File: config.mk
export PLATFORM = sky130hd
export DESIGN_NAME = aclk_keyreg_n_flat
export DESIGN_NICKNAME = d
export VERILOG_FILES = /design/src/rtl/aclk_keyreg_n_if.sv /design/src/rtl/aclk_keyreg_n.sv /design/src/flat_wrapper.sv
export SDC_FILE = /design/constraint.sdc
export NUM_CORES = 1
export LEC_CHECK = 0
export BUFFER_PORTS_ARGS = -buffer_cell sky130_fd_sc_hd__buf_4
export CORE_MARGIN = 2
export CORE_UTILIZATION = 51
export CTS_BUF_LIST = sky130_fd_sc_hd__clkbuf_2
export CTS_CLUSTER_DIAMETER = 50
export DETAILED_ROUTE_END_ITERATION = 16
export PLACE_DENSITY_LB_ADDON = 0.25
export SLEW_MARGIN = 10
export SYNTH_ARGS = -nofsm -noshare
export SYNTH_HDL_FRONTEND = slang
export SYNTH_SLANG_ARGS = --single-unit
File: constraint.sdc
create_clock -name clk -period 2.1 [get_ports clk]
set_input_delay 0 -clock clk [delete_from_list [all_inputs] [get_ports clk]]
set_output_delay 0 -clock clk [all_outputs]
set_load 0.01 [all_outputs]
File: src/rtl/aclk_keyreg_n_if.sv
// Keypad buffer bus: entry controls from the keypad side, buffer and commit status back.
// Defining KEYREG_TIMEOUT_EN adds the idle-timeout pulse.
interface aclk_keyreg_n_if #(
  parameter int unsigned DIGITS  = 4,
  parameter int unsigned DIGIT_W = 4
);
  localparam int unsigned BW = DIGITS * DIGIT_W;
  localparam int unsigned CW = $clog2(DIGITS + 1);

  logic [DIGIT_W-1:0] key;
  logic               shift;
  logic               backspace;
  logic               clear;
  logic               load;
  logic [BW-1:0]      load_value;
  logic               commit;

  logic [BW-1:0]      key_buffer;
  logic [CW-1:0]      digit_count;
  logic               buf_full;
  logic               commit_valid;
  logic [BW-1:0]      commit_value;
  logic               overflow;
  logic               key_reject;
`ifdef KEYREG_TIMEOUT_EN
  logic               timeout;
`endif

  modport master (
    output key, shift, backspace, clear, load, load_value, commit,
    input  key_buffer, digit_count, buf_full, commit_valid, commit_value, overflow, key_reject
`ifdef KEYREG_TIMEOUT_EN
    , input timeout
`endif
  );

  modport slave (
    input  key, shift, backspace, clear, load, load_value, commit,
    output key_buffer, digit_count, buf_full, commit_valid, commit_value, overflow, key_reject
`ifdef KEYREG_TIMEOUT_EN
    , output timeout
`endif
  );
endinterface

File: src/rtl/aclk_keyreg_n.sv
// Keypad digit-entry buffer: keys shift in at digit 0, with backspace, clear, preload and a
// registered commit snapshot. Define KEYREG_TIMEOUT_EN to auto-clear after TIMEOUT_CYCLES idle.
module aclk_keyreg_n #(
  parameter int unsigned DIGITS          = 4,
  parameter int unsigned DIGIT_W         = 4,
  parameter int unsigned MAX_KEY         = 9,
  parameter bit          CLEAR_ON_COMMIT = 1'b1,
  parameter int unsigned TIMEOUT_CYCLES  = 50000000
) (
  input logic            clk,
  input logic            reset,
  aclk_keyreg_n_if.slave bus
);
  localparam int unsigned BW = DIGITS * DIGIT_W;
  localparam int unsigned CW = $clog2(DIGITS + 1);
  localparam logic [CW-1:0] FullCnt = CW'(DIGITS);

  logic [BW-1:0] buf_q, buf_d;
  logic [CW-1:0] cnt_q, cnt_d;
  logic [BW-1:0] cval_q, cval_d;
  logic          cvalid_q;
  logic          ovf_q, ovf_d;
  logic          rej_q, rej_d;
  logic          key_ok;
  logic          commit_clr;

`ifdef KEYREG_TIMEOUT_EN
  localparam int unsigned TW = (TIMEOUT_CYCLES > 1) ? $clog2(TIMEOUT_CYCLES) : 1;
  localparam logic [TW-1:0] IdleLast = TW'(TIMEOUT_CYCLES - 1);

  logic [TW-1:0] idle_q, idle_d;
  logic          to_q;
  logic          user_evt;
  logic          expire;
`endif

  always_comb begin
    buf_d      = buf_q;
    cnt_d      = cnt_q;
    ovf_d      = 1'b0;
    rej_d      = 1'b0;
    key_ok     = (32'(bus.key) <= MAX_KEY);
    commit_clr = bus.commit && CLEAR_ON_COMMIT;
    // Snapshot uses the pre-update buffer regardless of what else happens this cycle.
    cval_d     = bus.commit ? buf_q : cval_q;

    if (bus.clear || commit_clr) begin
      buf_d = '0;
      cnt_d = '0;
    end else if (bus.load) begin
      buf_d = bus.load_value;
      cnt_d = FullCnt;
    end else if (bus.backspace) begin
      if (cnt_q != '0) begin
        buf_d = {{DIGIT_W{1'b0}}, buf_q[BW-1:DIGIT_W]};
        cnt_d = cnt_q - 1'b1;
      end
    end else if (bus.shift) begin
      if (key_ok) begin
        buf_d = {buf_q[BW-DIGIT_W-1:0], bus.key};
        if (cnt_q == FullCnt) begin
          ovf_d = 1'b1;
        end else begin
          cnt_d = cnt_q + 1'b1;
        end
      end else begin
        rej_d = 1'b1;
      end
    end

`ifdef KEYREG_TIMEOUT_EN
    user_evt = bus.clear || bus.load || bus.commit || (bus.backspace && (cnt_q != '0)) ||
               (bus.shift && key_ok);
    expire   = !user_evt && (cnt_q != '0) && (idle_q == IdleLast);
    if (expire) begin
      buf_d = '0;
      cnt_d = '0;
    end
    idle_d = (user_evt || (cnt_q == '0) || expire) ? '0 : idle_q + 1'b1;
`endif
  end

  always_ff @(posedge clk) begin
    if (reset) begin
      buf_q    <= '0;
      cnt_q    <= '0;
      cval_q   <= '0;
      cvalid_q <= 1'b0;
      ovf_q    <= 1'b0;
      rej_q    <= 1'b0;
`ifdef KEYREG_TIMEOUT_EN
      idle_q   <= '0;
      to_q     <= 1'b0;
`endif
    end else begin
      buf_q    <= buf_d;
      cnt_q    <= cnt_d;
      cval_q   <= cval_d;
      cvalid_q <= bus.commit;
      ovf_q    <= ovf_d;
      rej_q    <= rej_d;
`ifdef KEYREG_TIMEOUT_EN
      idle_q   <= idle_d;
      to_q     <= expire;
`endif
    end
  end

  assign bus.key_buffer   = buf_q;
  assign bus.digit_count  = cnt_q;
  assign bus.buf_full     = (cnt_q == FullCnt);
  assign bus.commit_valid = cvalid_q;
  assign bus.commit_value = cval_q;
  assign bus.overflow     = ovf_q;
  assign bus.key_reject   = rej_q;
`ifdef KEYREG_TIMEOUT_EN
  assign bus.timeout      = to_q;
`endif

endmodule

File: src/flat_wrapper.sv
// flat-port wrapper written by rule: the top's interface ports become plain ports
module aclk_keyreg_n_flat 
#(
  parameter int unsigned DIGITS          = 4,
  parameter int unsigned DIGIT_W         = 4,
  parameter int unsigned MAX_KEY         = 9,
  parameter bit          CLEAR_ON_COMMIT = 1'b1,
  parameter int unsigned TIMEOUT_CYCLES  = 50000000
)
  (clk, reset, bus_key, bus_shift, bus_backspace, bus_clear, bus_load, bus_load_value, bus_commit, bus_key_buffer, bus_digit_count, bus_buf_full, bus_commit_valid, bus_commit_value, bus_overflow, bus_key_reject);
  aclk_keyreg_n_if #(.DIGITS(DIGITS), .DIGIT_W(DIGIT_W)) bus_i ();
  input logic clk;
  input logic reset;
  input wire logic [$bits(bus_i.key)-1:0] bus_key;
  input wire logic [$bits(bus_i.shift)-1:0] bus_shift;
  input wire logic [$bits(bus_i.backspace)-1:0] bus_backspace;
  input wire logic [$bits(bus_i.clear)-1:0] bus_clear;
  input wire logic [$bits(bus_i.load)-1:0] bus_load;
  input wire logic [$bits(bus_i.load_value)-1:0] bus_load_value;
  input wire logic [$bits(bus_i.commit)-1:0] bus_commit;
  output wire logic [$bits(bus_i.key_buffer)-1:0] bus_key_buffer;
  output wire logic [$bits(bus_i.digit_count)-1:0] bus_digit_count;
  output wire logic [$bits(bus_i.buf_full)-1:0] bus_buf_full;
  output wire logic [$bits(bus_i.commit_valid)-1:0] bus_commit_valid;
  output wire logic [$bits(bus_i.commit_value)-1:0] bus_commit_value;
  output wire logic [$bits(bus_i.overflow)-1:0] bus_overflow;
  output wire logic [$bits(bus_i.key_reject)-1:0] bus_key_reject;
  assign bus_i.key = bus_key;
  assign bus_i.shift = bus_shift;
  assign bus_i.backspace = bus_backspace;
  assign bus_i.clear = bus_clear;
  assign bus_i.load = bus_load;
  assign bus_i.load_value = bus_load_value;
  assign bus_i.commit = bus_commit;
  assign bus_key_buffer = bus_i.key_buffer;
  assign bus_digit_count = bus_i.digit_count;
  assign bus_buf_full = bus_i.buf_full;
  assign bus_commit_valid = bus_i.commit_valid;
  assign bus_commit_value = bus_i.commit_value;
  assign bus_overflow = bus_i.overflow;
  assign bus_key_reject = bus_i.key_reject;
  aclk_keyreg_n #(.DIGITS(DIGITS), .DIGIT_W(DIGIT_W), .MAX_KEY(MAX_KEY), .CLEAR_ON_COMMIT(CLEAR_ON_COMMIT), .TIMEOUT_CYCLES(TIMEOUT_CYCLES)) u_core (.clk(clk), .reset(reset), .bus(bus_i));
endmodule
==> results of run 1 <==
-- worst paths after layout --
path | endpoint | slack [ps] | cells after the start
setup reg to reg | u_core.bus.digit_count[2]$_SDFFE_PP0P_ | 270 | 5
setup / recovery | u_core.bus.key_buffer[0]$_SDFFE_PP0P_ | 170 | 7
hold / removal | u_core.bus.key_buffer[11]$_SDFFE_PP0P_ | 30 | 4
hold reg to reg | u_core.bus.commit_value[14]$_SDFFE_PP0P_ | 520 | 2
-- worst register-to-register path: stages, from the launching register on --
cell     delay [ps]
dfxtp_1         460
inv_1           110
fa_1            470
or3b_1          390
nor4_1          250
nor3b_1          80
-- routing by layer --
layer  track usage (%)  routed length, um  vias to the layer above
met3             7.363                270                        5
met1             29.11               2163                      828
met4             6.250                 33                        0
li1                  -                  -                      860
met2             43.24               2396                       53
met5                 0                  0                        -
-- kinds of logic after synthesis --
group,Yosys count,synth area share [%]
fa+ha+maj,1,1.049
xor+xnor,1,0.4591
buf+inv,17,4.393
mux,46,24.92
simple gates,73,20.00
compound gates,23,9.311
flops,38,39.87
-- area by class of cell --
| class | instances | share of cell area, % |
|---|---|---|
| multi-input cells | 144 | 39.03 |
| repair buffers | 92 | 27.33 |
| clock inverters | 3 | 2.331 |
| clock buffers | 5 | 0.9141 |
| flip-flops and latches | 38 | 27.79 |
| well taps | 48 | 2.194 |
| inverters | 3 | 0.4113 |
-- sequential cells by signal (all words and copies together), names as in the netlist --
| signal | count |
|---|---|
| u_core.bus.commit_valid | 1 |
| u_core.bus.key_buffer | 16 |
| u_core.bus.overflow | 1 |
| u_core.bus.digit_count | 3 |
| u_core.bus.commit_value | 16 |
| u_core.bus.key_reject | 1 |
-- Yosys cell counts (all sizes together) --
cell type   n  area, um^2
clkbuf      7       26.28
nor2       18       67.56
o211ai     14       105.1
fa          1       20.02
nor3        1       5.000
and3        1       6.260
nand2      20       75.07
nor3b       5       37.54
or3b        2       17.52
dfxtp      38       760.7
and2        5       31.28
nand2b     15       93.84
o21ai       6       30.02
a32oi       1       8.760
nor4        2       12.51
and4        1       8.760
buf         7       46.29
o21a        1       7.510
nor2b       2       15.02
xor2        1       8.760
mux2i      34       340.3
mux2       12       135.1
or3         1       11.26
inv         3       11.26
a221oi      1       26.28
-- power by group through the flow --
stage / logic [mW] / registers (mW) / clock network (mW)
after floorplan: 0.116 / 0.762 / 0
after global placement: 0.193 / 0.759 / 0
after detailed placement: 0.196 / 0.759 / 0
after CTS: 0.227 / 0.745 / 0.579
after global routing: 0.250 / 0.748 / 0.611
final: 0.232 / 0.745 / 0.572
-- timing repair --
action                    CTS  global route
hold endpoints to repair   36             2
hold buffers               21             2
resized for setup           0             0
setup buffers               0             0
-- per-stage QoR --
step	setup WS, ps	total power [mW]	instances	utilization (%)	hold WS (ps)
after floorplan	356.5	0.8782	199	-	227.9
after global placement	380.4	0.9524	302	66.56	330.1
after detailed placement	308.8	0.9555	302	66.56	344.1
after CTS	231.3	1.551	331	74.79	2.352
after global routing	91.54	1.609	333	75.34	20.02
final	173.9	1.549	333	75.34	34.23
==> results.md, run 1 <==
* Core Footprint at 3633 um^2
* Vias in the first global route at 1661
* Share of cells above drive strength 1 at 28.42%
* Max-slew violation count at 0
* Final Setup Violations at 0
* Final instance area at 2738 um^2
* Post-synthesis instance total at 199
* Ant. Diodes at 0
* Actual slew at the worst max-slew pin at 814.4 ps
* CP top delay family: buffers and inverters
* FP Rows at 22
* Crit path DAT at 2300 ps
* Commonest non-fill, non-tap cell in the layout: buf_4
* First-pass GRT wire length at 7.948 mm
* IO Count at 66
* CTS root buf: clkbuf_2
* Hold/Removal Path Class: in -> reg
* Chip height at 65.17 um
* Layout net count at 312
* Clock Path Buffers at 2
* Power per cell area at 565.7 nW/um^2
* Fill cells at 273
* Synthesized Nets at 227
* Worst EP required at 2470 ps
* IO Port Bufs at 65
* Post-route ant nets at 0
* Setup tns final at 0 ps
* Period utilisation layout at 91.72%
* Area delta synth->final at 43.48%
* Post-Syn Area at 1908 um^2
* Worst flop-to-flop path startpoint: u_core.bus.digit_count[0]$_SDFFE_PP0P_
* Die width at 65.17 um
* Worst vdd ir at 509.2 uV
* Via density per instance at 5.243
* Ys Warns at 0
* CTS tree: built
* Slew HR at 45.21%
* DP Wirelength at 3.033 mm
* Synth Area per Inst at 9.588 um^2
* Die footprint at 4246 um^2
* Unrepaired setup endpoints after global routing: false
* Avg WL per Cell at 14.60 um
* Library cells used by synthesis at 31
* Worst Setup End Kind: register
* H-tree lvl count at 2
* Fin Clk Skew at 22.76 ps
* Comb power frac at 14.9%
* Worst Setup SP: reset
* Int Pwr at 1.179 mW
* Sequential-to-total area share from yosys stat at 39.87%
* GR Util All Layers at 24.56%
* MaxCap Viol Count at 0
* Vias post-DR at 1746
* Final wirelength at 4.863 mm
* Status: complete, no violations
* CTS clk-pin slew, worst paths at 210 ps
* Starting density of the core at 52.51%
* Flop pwr share at 48.1%
* Crit Path Max Fanout at 19
* Synth Register Bits at 38
* Final hold viol count at 0
* Worst setup SP type: input pin
* Worst-Skew Late Latency at 420 ps
* Clock share of power at 36.9%
* Total grt overflow at 0
* Post-DP Area at 2419 um^2
* Most frequent cells in the layout: buf_4 (69), dfxtp_1 (38), mux2i_1 (34)
* Sw frac at 23.89%
* Initial DRC Count at 85
* Critical path cell sequence: dlygate4sd3_1 -> buf_4 -> nor3_2 -> buf_4 -> o211ai_1 -> dlygate4sd3_1 -> mux2i_1
* Crit Path Category: in -> reg
* Switch Pwr at 0.3700 mW
* Largest net degree at the start of global routing at 37
* Crit-path slowest cell: dlygate4sd3_1
* TritonRoute pass-1 iters at 4
* Hold_sp: bus_load_value[11]
* Drc violations at 0
* Clock sink count at 38
* Slowest stage delay, CP at 580 ps
* Crit path buf inv count at 4
* Maximum clock frequency at 519.2 MHz
* Leakage power at 1.218 nW
* Total CTS buffers at 5
* Routability cong. at 0.7991
* Multi-input gate area at 1069 um^2
* Antenna violations before repair at 0
* Post-layout min period at 1926 ps
* Reg area at 760.7 um^2
No activity file was read; power rests on OpenSTA's default activity.
==> run 2: changes to the inputs <==
--- a/config.mk
+++ b/config.mk
@@ -5,6 +5,7 @@
 export SDC_FILE = /design/constraint.sdc
 export NUM_CORES = 1
 export LEC_CHECK = 0
+export ABC_AREA = 1
 export BUFFER_PORTS_ARGS = -buffer_cell sky130_fd_sc_hd__buf_4
 export CORE_MARGIN = 2
 export CORE_UTILIZATION = 51
==> results.md, run 2 <==
* Area delta synth->final at 42.35%
* Hold WS at 2.882 ps
* Layout net count at 393
* Total grt overflow at 0
* H-tree lvl count at 2
* Via density per instance at 4.886
* Drc violations at 0
* DP Wirelength at 3.115 mm
* Library cells used by synthesis at 21
* Asr flop ratio synth at 0%
* Unrepaired setup endpoints after global routing: false
* Avg WL per Cell at 12.18 um
* Max-slew violation count at 0
* CTS tree: built
* Pre-CTS setup slack at 605.8 ps
* Total CTS buffers at 5
* MaxCap Viol Count at 0
* Initial DRC Count at 162
* Die width at 63.93 um
* IO Count at 66
* Clock Path Buffers at 2
* Crit-path slowest cell: dlygate4sd3_1
* Post-synthesis instance total at 280
* Area contributors post-synth: dfxtp_1 (42%), nand2_1 (20%), o21ai_0 (12%)
* Crit Path Category: reg -> reg
* Critical path cell sequence: inv_1 -> nand4_2 -> nand3_4 -> nand2_1 -> nand2_1 -> nor2_1 -> dlygate4sd3_1
* EDFF count, synth at 0
* Postcts setup bufs at 0
* First-pass GRT wire length at 8.107 mm
* Post-layout min period at 1819 ps
* Synthesized Nets at 308
* Final cell count without fillers at 411
* IO Port Bufs at 65
* Ys Warns at 0
* CTS clk-pin slew, worst paths at 190 ps
* Worst setup SP type: register
* Worst vdd ir at 463.3 uV
* Synth Register Bits at 38
* FP Rows at 21
* Most frequent cell after synthesis: nand2_1
* Period utilisation layout at 86.61%
* Largest net degree at the start of global routing at 33
* Worst-Skew Late Latency at 400 ps
* Power per cell area at 558.8 nW/um^2
* Clock sink count at 38
* PnR worst setup slack at 281.2 ps
* GR Util All Layers at 25.10%
* Final Util at 76.93%
* Final wirelength at 5.007 mm
* Reg area at 760.7 um^2
* Synth Area per Inst at 6.542 um^2
* Resized Gates After CTS at 0
* Commonest cells in the netlist: nand2_1 (98), o21ai_0 (45), nor2_1 (43)
* Sequential-to-total area share from yosys stat at 41.53%
* TritonRoute pass-1 iters at 4
* Final hold viol count at 0
* CTS root buf: clkbuf_2
* Slew HR at 68.53%
* Fin Clk Skew at 11.63 ps
* Maximum clock frequency at 549.8 MHz
* Routability cong. at 0.8993
* Hold/Removal Path Class: in -> reg
* Crit Path Max Fanout at 16
* Synth top area share at 41.53%
* Crit path DAT at 2180 ps
* Post-route ant nets at 0
* Leakage power at 1.251 nW
* Placed insts at 380
* Actual slew at the worst max-slew pin at 471.5 ps
* Fill cells at 287
* Slowest stage delay, CP at 550 ps
* Final Setup Violations at 0
* Setup tns final at 0 ps
* Most frequent cells in the layout: nand2_1 (98), buf_4 (66), o21ai_0 (45)
* Chip height at 63.93 um
* Vias post-DR at 2008
* Dominant synthesized flop cell: dfxtp_1
* Multi-input gate area at 888.4 um^2
* Commonest non-fill, non-tap cell in the layout: nand2_1
* Status: complete, no violations
* Die footprint at 4087 um^2
* Antenna violations before repair at 0
* Share of cells above drive strength 1 at 22.19%
* Post-Syn Area at 1832 um^2
* Cell mode on critical path: nand2_1
* Worst Setup End Kind: register
* Worst EP required at 2460 ps
* Starting density of the core at 54.04%
* Cell taking the most area after synthesis: dfxtp_1
* Vias in the first global route at 1826
* Core Footprint at 3390 um^2
* Ant. Diodes at 0
[run 2: cell types whose count changed after synthesis, sizes merged, moves of 4 or more]
cell,previous run,this run
clkbuf,7,3
mux2,12,0
o211ai,14,0
nand2b,15,0
mux2i,34,0
inv,3,29
nor3b,5,0
nand2,20,98
o21ai,6,45
and2,5,0
nor2,18,46
[run 2: worst max-delay path, delay by kind of cell (launching register included)]
kind	cells	cell delay (ps)
buffers and inverters	2	690
and+or+nand+nor	5	640
DFF	1	460
[run 2: metal layers]
layer  vias up  wire [um]  part of all wire [%]  GRT usage, %
li1       1032          -                     -             -
met1       899       2106                    42         29.94
met2        69       2528                    50         44.53
met3         8        303                   6.1         5.282
met4         0         68                   1.4         8.152
met5         -          0                     0             0
[run 2: kinds of logic (layout without fill, tap and decap cells)]
group | count (synthesis) | count (layout) | synth area share, %
simple gates | 149 | 150 | 33.06
buf+inv | 43 | 127 | 10.52
flops | 38 | 38 | 41.53
compound gates | 47 | 47 | 12.84
xor+xnor | 2 | 2 | 0.9565
fa+ha+maj | 1 | 1 | 1.093
[run 2: power breakdown]
group | internal, mW | switching [mW]
registers | 0.739 | 0.0112
logic | 0.128 | 0.153
clock network | 0.192 | 0.234
total | 1.06 | 0.399
[run 2: path summary, 6_finish.rpt]
kind | from | to | slack (ps) | cells past startpoint
max | u_core.bus.digit_count[2]$_SDFFE_PP0P_ | u_core.bus.key_buffer[1]$_SDFFE_PP0P_ | 280 | 7
min | bus_commit | u_core.bus.key_buffer[0]$_SDFFE_PP0P_ | 3 | 6
max reg2reg | u_core.bus.digit_count[2]$_SDFFE_PP0P_ | u_core.bus.key_buffer[1]$_SDFFE_PP0P_ | 280 | 7
min reg2reg | u_core.bus.commit_value[15]$_SDFFE_PP0P_ | u_core.bus.commit_value[15]$_SDFFE_PP0P_ | 480 | 2
[run 2: cell type report]
cell class	count	area share (%)
Timing Repair Buffer	89	27.83
Multi-Input combinational cell	200	34.07
Tap cell	46	2.207
Sequential cell	38	29.17
Clock buffer	5	0.9597
Inverter	31	4.463
Clock inverter	2	1.296
[run 2: what timing repair did]
item,CTS,global route
endpoints found under the hold margin,21,0
hold buffers,23,0
endpoints found under the setup margin,0,1
[run 2: through the flow]
| stage | instance area, um^2 | total power, mW |
|---|---|---|
| 2_1_floorplan | 1832 | 0.9192 |
| 3_3_place_gp | 2308 | 0.9995 |
| 3_5_place_dp | 2308 | 1.005 |
| 4_1_cts | 2597 | 1.450 |
| 5_1_grt | 2608 | 1.528 |
| 6_report | 2608 | 1.457 |
==> run 3: changes to the inputs <==
--- a/config.mk
+++ b/config.mk
@@ -13,6 +13,7 @@
 export CTS_CLUSTER_DIAMETER = 50
 export DETAILED_ROUTE_END_ITERATION = 16
 export PLACE_DENSITY_LB_ADDON = 0.25
+export RECOVER_POWER = 100
 export SLEW_MARGIN = 10
 export SYNTH_ARGS = -nofsm -noshare
 export SYNTH_HDL_FRONTEND = slang
==> results.md, run 3 (synthesized netlist as in run 2, its figures left out) <==
* Initial DRC Count at 136
* Worst Hold Path Cells at 6
* GR Util met2 at 44.53%
* R2R setup slack at 290 ps
* Leakage power at 1.078 nW
* Resized Gates After CTS at 0
* Crit Path Category: reg -> reg
* Ant. Diodes at 0
* Postcts setup bufs at 0
* Post-layout min period at 1808 ps
* Final hold viol count at 0
* Worst Setup SP: u_core.bus.digit_count[2]$_SDFFE_PP0P_
* Clock sink count at 38
* Worst vdd ir at 467.4 uV
* First-pass GRT wire length at 8.107 mm
* Worst flop-to-flop path startpoint: u_core.bus.digit_count[2]$_SDFFE_PP0P_
* Commonest non-fill, non-tap cell in the layout: nand2_1
* Slew HR at 54.46%
* Final Setup Violations at 0
* Final wirelength at 5.017 mm
* Avg WL per Cell at 12.21 um
* Total CTS buffers at 5
* Reg2reg path depth at 7
* Actual slew at the worst max-slew pin at 681.3 ps
* Crit Path Max Fanout at 16
* H-tree lvl count at 2
* Via density per instance at 4.895
* Fin Clk Skew at 8.565 ps
* Area delta synth->final at 33.47%
* Period utilisation layout at 86.09%
* Post-route ant nets at 0
* GR Util met3 at 5.282%
* Layout net count at 393
* Worst Setup End Kind: register
* Chip height at 63.93 um
* Vias in the first global route at 1826
* IO Port Bufs at 65
* Die width at 63.93 um
* Routability cong. at 0.8993
* TritonRoute pass-1 iters at 4
* Die footprint at 4087 um^2
* FP Rows at 21
* RR Endpoint: u_core.bus.key_buffer[1]$_SDFFE_PP0P_
* Total grt overflow at 0
* Setup tns final at 0 ps
* Most frequent cells in the layout: nand2_1 (98), o21ai_0 (45), nor2_1 (44)
* Vias post-DR at 2012
* Status: complete, no violations
* DP Wirelength at 3.115 mm
* CTS clk-pin slew, worst paths at 190 ps
* Max-slew violation count at 0
* Worst setup SP type: register
* Worst-Skew Late Latency at 390 ps
* Largest net degree at the start of global routing at 33
* MaxCap Viol Count at 0
* CTS tree: built
* Drc violations at 0
* Maximum clock frequency at 553.1 MHz
* Antenna violations before repair at 0
* Crit path DAT at 2160 ps
* Core Footprint at 3390 um^2
* PnR worst setup slack at 292.0 ps
* Share of cells above drive strength 1 at 10.68%
* Gr busiest metal: met2
* Fill cells at 332
* Met1 usage at 29.94%
* CTS root buf: clkbuf_2
* Starting density of the core at 54.04%
* Hold/Removal Path Class: in -> reg
* Clock Path Buffers at 2
* Critical Path Sink: u_core.bus.key_buffer[1]$_SDFFE_PP0P_
* Unrepaired setup endpoints after global routing: false
* Power per cell area at 589.0 nW/um^2
* GR Util All Layers at 25.10%
* IO Count at 66
* Worst EP required at 2450 ps
* Pre-CTS setup slack at 605.8 ps
## run 3: cell count changes in the layout (fill, tap and decap cells not counted), sizes merged
cell / previous run / this run
buf: 66 / 26
clkbuf: 5 / 45
## run 3: cell type report
| cell class | instances | area (um^2) | area share [%] |
|---|---|---|---|
| sequential | 38 | 760.7 | 31.12 |
| inverter | 31 | 116.4 | 4.759 |
| clock inverter | 2 | 33.78 | 1.382 |
| tap | 46 | 57.56 | 2.354 |
| timing repair buffer | 89 | 575.6 | 23.54 |
| clock buffer | 5 | 25.02 | 1.024 |
| multi-input combinational | 200 | 875.8 | 35.82 |
## run 3: how the worst min path moves through the flow
stage	startpoint	slack, ps	end
floorplan	reset	80	u_core.bus.commit_valid$_SDFF_PP0_
global placement	reset	200	u_core.bus.commit_valid$_SDFF_PP0_
detailed placement	reset	210	u_core.bus.commit_valid$_SDFF_PP0_
CTS	bus_commit	5	u_core.bus.key_buffer[5]$_SDFFE_PP0P_
global route	bus_key[0]	30	u_core.bus.key_buffer[0]$_SDFFE_PP0P_
finish	bus_commit	20	u_core.bus.key_buffer[0]$_SDFFE_PP0P_
## run 3: timing repair
item,4_1_cts,5_1_grt
endpoints found under the setup margin,0,1
hold buffers,23,0
endpoints found under the hold margin,21,0
## run 3: report_power, final
group	switching, mW	internal [mW]
registers	0.0107	0.739
logic	0.151	0.113
clock network	0.234	0.192
## run 3: per-stage QoR
stage | hold slack [ps] | instance area [um^2] | utilization (%) | power, mW | std cells
finish | 15.75 | 2445 | 72.13 | 1.440 | 411
global route | 30.48 | 2445 | 72.13 | 1.511 | 411
CTS | 5.371 | 2597 | 76.63 | 1.450 | 410
detailed placement | 205.7 | 2308 | 68.11 | 1.005 | 380
global placement | 202.5 | 2308 | 68.11 | 0.9995 | 380
floorplan | 82.39 | 1832 | - | 0.9192 | 280
## run 3: worst max-delay path: stages, from the launching register on
cell	delay, ps
dfxtp_1	460
inv_1	140
nand4_2	150
nand3_4	200
nand2_1	120
nand2_1	50
nor2_1	100
dlygate4sd3_1	560
## run 3: metal layers
layer | part of all wire (%) | vias to the layer above | routed length (um)
li1 | - | 1031 | -
met1 | 42 | 901 | 2105
met2 | 50 | 69 | 2489
met3 | 6.5 | 11 | 326
met4 | 1.9 | 0 | 96
met5 | 0 | - | 0
